## src/rtl/cache_sram_bridge.sv

```systemverilog
`default_nettype none
// ============================================================================
//  Module      : cache_sram_bridge
//  Description : Serialises cache line refills / writebacks and uncached
//                accesses into single-outstanding 32-bit SRAM-bus beats.
//  Revision    : 1.0 - initial release
// ============================================================================
module cache_sram_bridge #(
    parameter int LINE_WORDS = 4
) (
    input  logic         clk,
    input  logic         reset,
    input  logic         rd_req,
    input  logic [2:0]   rd_type,
    input  logic [31:0]  rd_addr,
    output logic         rd_rdy,
    output logic         ret_valid,
    output logic         ret_last,
    output logic [31:0]  ret_data,
    input  logic         wr_req,
    input  logic [2:0]   wr_type,
    input  logic [31:0]  wr_addr,
    input  logic [3:0]   wr_wstrb,
    input  logic [127:0] wr_data,
    output logic         wr_rdy,
    output logic         mem_req,
    output logic         mem_wr,
    output logic [1:0]   mem_size,
    output logic [31:0]  mem_addr,
    output logic [3:0]   mem_wstrb,
    output logic [31:0]  mem_wdata,
    input  logic         mem_addr_ok,
    input  logic         mem_data_ok,
    input  logic [31:0]  mem_rdata
);

    localparam logic [2:0] c_ST_IDLE    = 3'd0;
    localparam logic [2:0] c_ST_RD_REQ  = 3'd1;
    localparam logic [2:0] c_ST_RD_WAIT = 3'd2;
    localparam logic [2:0] c_ST_WR_REQ  = 3'd3;
    localparam logic [2:0] c_ST_WR_WAIT = 3'd4;
    localparam logic [2:0] c_TYPE_LINE  = 3'b100;
    localparam logic [1:0] c_LAST_CNT   = 2'(LINE_WORDS - 1);

    logic [2:0]   r_state;
    logic [1:0]   r_cnt;
    logic [2:0]   r_type;
    logic [31:0]  r_addr;
    logic [127:0] r_wdata;

    logic         w_line;
    logic         w_last_beat;
    logic [1:0]   w_cnt_nxt;

    // Unlisted size encodings fall back to a full word.
    function automatic logic [1:0] size_of(input logic [2:0] t);
        case (t)
            3'b000:  size_of = 2'd0;
            3'b001:  size_of = 2'd1;
            default: size_of = 2'd2;
        endcase
    endfunction

    function automatic logic [31:0] beat_addr(input logic [2:0] t, input logic [31:0] a,
                                              input logic [1:0] k);
        beat_addr = (t == c_TYPE_LINE) ? {a[31:4], k, 2'b00} : a;
    endfunction

    assign w_line      = (r_type == c_TYPE_LINE);
    assign w_last_beat = w_line ? (r_cnt == c_LAST_CNT) : 1'b1;
    assign w_cnt_nxt   = r_cnt + 2'd1;

    // Writes win over reads so a dirty victim always leaves before its refill.
    assign wr_rdy = (r_state == c_ST_IDLE);
    assign rd_rdy = wr_rdy & ~wr_req;

    always_ff @(posedge clk or posedge reset) begin
        if (reset) begin
            r_state   <= c_ST_IDLE;
            r_cnt     <= 2'd0;
            r_type    <= 3'd0;
            r_addr    <= 32'd0;
            r_wdata   <= 128'd0;
            mem_req   <= 1'b0;
            mem_wr    <= 1'b0;
            mem_size  <= 2'd0;
            mem_addr  <= 32'd0;
            mem_wstrb <= 4'd0;
            mem_wdata <= 32'd0;
            ret_valid <= 1'b0;
            ret_last  <= 1'b0;
            ret_data  <= 32'd0;
        end else begin
            ret_valid <= 1'b0;
            ret_last  <= 1'b0;
            case (r_state)
                c_ST_IDLE: begin
                    if (wr_req) begin
                        r_type    <= wr_type;
                        r_addr    <= wr_addr;
                        r_wdata   <= wr_data;
                        r_cnt     <= 2'd0;
                        mem_req   <= 1'b1;
                        mem_wr    <= 1'b1;
                        mem_size  <= size_of(wr_type);
                        mem_addr  <= beat_addr(wr_type, wr_addr, 2'd0);
                        mem_wstrb <= (wr_type == c_TYPE_LINE) ? 4'hf : wr_wstrb;
                        mem_wdata <= wr_data[31:0];
                        r_state   <= c_ST_WR_REQ;
                    end else if (rd_req) begin
                        r_type    <= rd_type;
                        r_addr    <= rd_addr;
                        r_cnt     <= 2'd0;
                        mem_req   <= 1'b1;
                        mem_wr    <= 1'b0;
                        mem_size  <= size_of(rd_type);
                        mem_addr  <= beat_addr(rd_type, rd_addr, 2'd0);
                        mem_wstrb <= 4'd0;
                        mem_wdata <= 32'd0;
                        r_state   <= c_ST_RD_REQ;
                    end
                end
                c_ST_RD_REQ: begin
                    if (mem_addr_ok) begin
                        mem_req <= 1'b0;
                        r_state <= c_ST_RD_WAIT;
                    end
                end
                c_ST_RD_WAIT: begin
                    if (mem_data_ok) begin
                        ret_valid <= 1'b1;
                        ret_last  <= w_last_beat;
                        ret_data  <= mem_rdata;
                        if (w_last_beat) begin
                            r_state <= c_ST_IDLE;
                        end else begin
                            r_cnt    <= w_cnt_nxt;
                            mem_req  <= 1'b1;
                            mem_addr <= beat_addr(r_type, r_addr, w_cnt_nxt);
                            r_state  <= c_ST_RD_REQ;
                        end
                    end
                end
                c_ST_WR_REQ: begin
                    if (mem_addr_ok) begin
                        mem_req <= 1'b0;
                        r_state <= c_ST_WR_WAIT;
                    end
                end
                c_ST_WR_WAIT: begin
                    if (mem_data_ok) begin
                        if (w_last_beat) begin
                            r_state <= c_ST_IDLE;
                        end else begin
                            r_cnt     <= w_cnt_nxt;
                            mem_req   <= 1'b1;
                            mem_addr  <= beat_addr(r_type, r_addr, w_cnt_nxt);
                            mem_wdata <= r_wdata[{w_cnt_nxt, 5'd0} +: 32];
                            r_state   <= c_ST_WR_REQ;
                        end
                    end
                end
                default: r_state <= c_ST_IDLE;
            endcase
        end
    end

endmodule
`default_nettype wire

```

## config.mk

```make
export PLATFORM = sky130hd
export DESIGN_NAME = cache_sram_bridge
export DESIGN_NICKNAME = d
export VERILOG_FILES = /design/src/rtl/cache_sram_bridge.sv
export SDC_FILE = /design/constraint.sdc
export NUM_CORES = 1
export LEC_CHECK = 0
export ABC_AREA = 1
export CAP_MARGIN = 20
export CORE_ASPECT_RATIO = 1.2
export CORE_MARGIN = 4
export CORE_UTILIZATION = 49
export DETAILED_ROUTE_END_ITERATION = 7
export GPL_ROUTABILITY_DRIVEN = 0
export PLACE_DENSITY = 0.8
export SYNTH_ARGS = -nofsm -noshare
export SYNTH_HDL_FRONTEND = slang
export SYNTH_SLANG_ARGS = --single-unit
```

## constraint.sdc

```tcl
create_clock -name clk -period 11.7 [get_ports clk]
set_clock_uncertainty 0.2 [all_clocks]
set_input_delay 1.17 -clock clk [delete_from_list [all_inputs] [get_ports clk]]
set_output_delay 1.17 -clock clk [all_outputs]
set_load 0.03 [all_outputs]
```

==> flow_summary.yaml <==
drt:
  first_pass_iters: 5
  routed-via-count: 12700
  drt_iter0_markers: 995
  drc: 0
  postRouteWirelength_um: 39900
  wl_per_cell_um: 16.6
  vias_per_cell: 5.30
  postRouteAntennaNets: 0
pwr:
  ir_worst_vdd_mv: 0.145
  p_leak_nw: 9.06
  p_seq_frac: 0.341
  netSwitchingPower_mw: 2.07
  pwr-share-clk: 0.195
  power_density_nw_per_um2: 275
  comb_power_share: 0.464
  p_int_mw: 2.74
  swShare: 0.430
sta:
  slew_violations: 0
  period_minus_slack_ns: 3.96
  hold_violations: 0
  setup_tns_ns: 0
  tightest_slew_ns: 1.09
  rsz0062_at_grt: "no"
  min_period_over_period: 0.338
  max_freq_mhz: 253
  slew-limit-headroom: 0.276
  final-setup-viol-count: 0
final_layout:
  drive_above_1_share: 0.0406
  area_growth_pct: 35.0
  nNetsFinal: 2292
  final_common_cell: "nand2_1"
  nFillCells: 2110
  layout_common_cells: "nand2_1, clkdlybuf4s50_1, dfrtp_1"
  fin_util: 0.679
clock_network:
  cts.reportedPaths.clkPinSlew_ns: 0.06
  cts_tree: "yes"
  hold_buffers: 0
  ctsResizeCount: 0
  post-cts-setup-buffers: 0
  cts_buffers: 28
  h-tree-depth: 1
  cts_buffer_depth: 3
  cts.sinks: 274
  cts-root-buf: "clkbuf_16"
  insertion_delay_ns: 0.53
yosys:
  synth_area_um2: 13000
  ys_ff_latch: 274
  yosysTopAreaCell: "dfrtp_1"
  synth_top_area_frac: 0.529
  yosys_warnings: 0
  synth-seq-area-share: 0.529
  post_synth_inst_count: 1772
  yosysUniqueCellTypes: 24
  syn_nets: 2013
  synth_area_leaders: "dfrtp_1, nand2_1, nand3_1, clkbuf_1, buf_2"
  synth.avg_cell_area_um2: 7.32
global_route:
  grt_max_degree: 117
  gr-total-overflow: 0
  grt.total_usage: 0.268
  grt_pass1_wl_um: 63700
  grt_pass1_vias: 12600
  antenna_found_initial: 5
die:
  fp.dieW_um: 157
  die_h_um: 186
  die_area_um2: 29100
  ios: 348
  core_area_um2: 25800
  start_util: 0.503
  rows: 64
job:
  cap_violations: 0
hold_path:
  hp-class: "reg2reg"
setup_path:
  worstPathArrival_ns: 2.59
  worst_setup_path_end_kind: "output port"
  worstSetupStartpointType: "primary input"
  crit_type: "in2out"
  crit_chain: "buf_6, nor2_1, clkdlybuf4s50_1"
  reg2reg_slack_ns: 8.35
  critPathMaxStageDelay_ns: 0.64
  worstPathRequired_ns: 10.33
  worst-path-max-fanout: 100
  crit_path_top_delay_cell: "clkdlybuf4s50_1"
placement:
  portBuffers: 347
  dp_hpwl_um: 26000
run_status:
  status: "finished, final reports clean"
[cell usage after synthesis]
| cell | instances |
|---|---|
| a21boi_1 | 1 |
| a21oi_1 | 1 |
| a21oi_4 | 1 |
| a31oi_1 | 1 |
| buf_1 | 17 |
| buf_2 | 37 |
| buf_4 | 5 |
| clkbuf_1 | 56 |
| dfrtp_1 | 274 |
| ha_1 | 1 |
| inv_1 | 26 |
| inv_2 | 6 |
| nand2_1 | 1031 |
| nand2_2 | 1 |
| nand3_1 | 268 |
| nand4_1 | 1 |
| nor2_1 | 18 |
| nor2_2 | 3 |
| nor2_4 | 2 |
| o211ai_1 | 1 |
| o21a_1 | 1 |
| o21ai_0 | 16 |
| o21ai_1 | 3 |
| or2_2 | 1 |
[power groups by stage]
stage	clock network [mW]	logic [mW]	registers [mW]
CTS	0.953	2.25	1.64
detailed placement	0	2.24	1.65
global route	0.992	2.48	1.69
global placement	0	2.19	1.63
floorplan	0	1.13	1.94
finish	0.939	2.23	1.64
[metrics by stage]
step | setup WS, ns | hold WS [ns] | total power [mW] | instances | cell area [µm²]
3_3_place_gp | 7.76 | 0.253 | 3.82 | 2350 | 16500
3_5_place_dp | 7.75 | 0.257 | 3.88 | 2350 | 16500
6_report | 7.74 | 0.270 | 4.81 | 2403 | 17500
4_1_cts | 7.74 | 0.272 | 4.84 | 2400 | 17500
2_1_floorplan | 2.78 | 0.242 | 3.07 | 1772 | 13000
5_1_grt | 7.64 | 0.288 | 5.17 | 2403 | 17500
[critical path, delay by kind of cell]
family | cells | cell delay, ns
buf+inv | 2 | 1.19
simple gates | 1 | 0.18
[worst paths after layout]
kind | from | to | cells past startpoint
setup / recovery | wr_req | rd_rdy | 3
hold / removal | r_wdata[68]$_DFFE_PP0P_ | r_wdata[68]$_DFFE_PP0P_ | 2
setup reg to reg | r_state[0]$_DFFE_PP0P_ | mem_addr[28]$_DFFE_PP0P_ | 9
hold reg to reg | r_wdata[68]$_DFFE_PP0P_ | r_wdata[68]$_DFFE_PP0P_ | 2
max in group asynchronous | reset | mem_addr[25]$_DFFE_PP0P_ | 3
min in group asynchronous | reset | mem_addr[4]$_DFFE_PP0P_ | 2
[final cells by class]
cell class / count / area (µm²) / share of cell area
clock inverter: 9 / 120 / 0.00686
timing repair buffer: 364 / 3610 / 0.206
sequential: 274 / 6860 / 0.392
inverter: 32 / 130 / 0.00743
multi-input combinational: 1351 / 5510 / 0.315
antenna: 2 / 5.00 / 0.000286
tap: 330 / 413 / 0.0236
clock buffer: 41 / 861 / 0.0492
[sequential cells by signal (all words and copies together), names as in the netlist]
| signal | count |
|---|---|
| ret_last | 1 |
| r_addr | 32 |
| mem_wdata | 32 |
| mem_addr | 32 |
| r_type | 3 |
| mem_wr | 1 |
| r_state | 3 |
| mem_size | 2 |
| ret_data | 32 |
| mem_wstrb | 4 |
| ret_valid | 1 |
| r_wdata | 128 |
| r_cnt | 2 |
| mem_req | 1 |
[cells by family (layout without fill, tap and decap cells)]
group           count (synthesis)  count (layout)  synth area share
buf+inv                       147             446            0.0476
flops                         274             274             0.529
other cells                     0               2                 0
fa+ha+maj                       1               1          0.000965
compound gates                 25              25            0.0112
simple gates                 1325            1325             0.412
[layer usage]
| layer | track usage | wire (µm) | up-vias | share of wire |
|---|---|---|---|---|
| met5 | 0 | 47 | - | 0.0012 |
| met4 | 0.0882 | 1320 | 6 | 0.033 |
| met3 | 0.0542 | 3500 | 88 | 0.088 |
| met2 | 0.466 | 19400 | 581 | 0.49 |
| met1 | 0.337 | 15600 | 5987 | 0.39 |
| li1 | - | - | 6084 | - |
(Power assumes the default switching activity.)
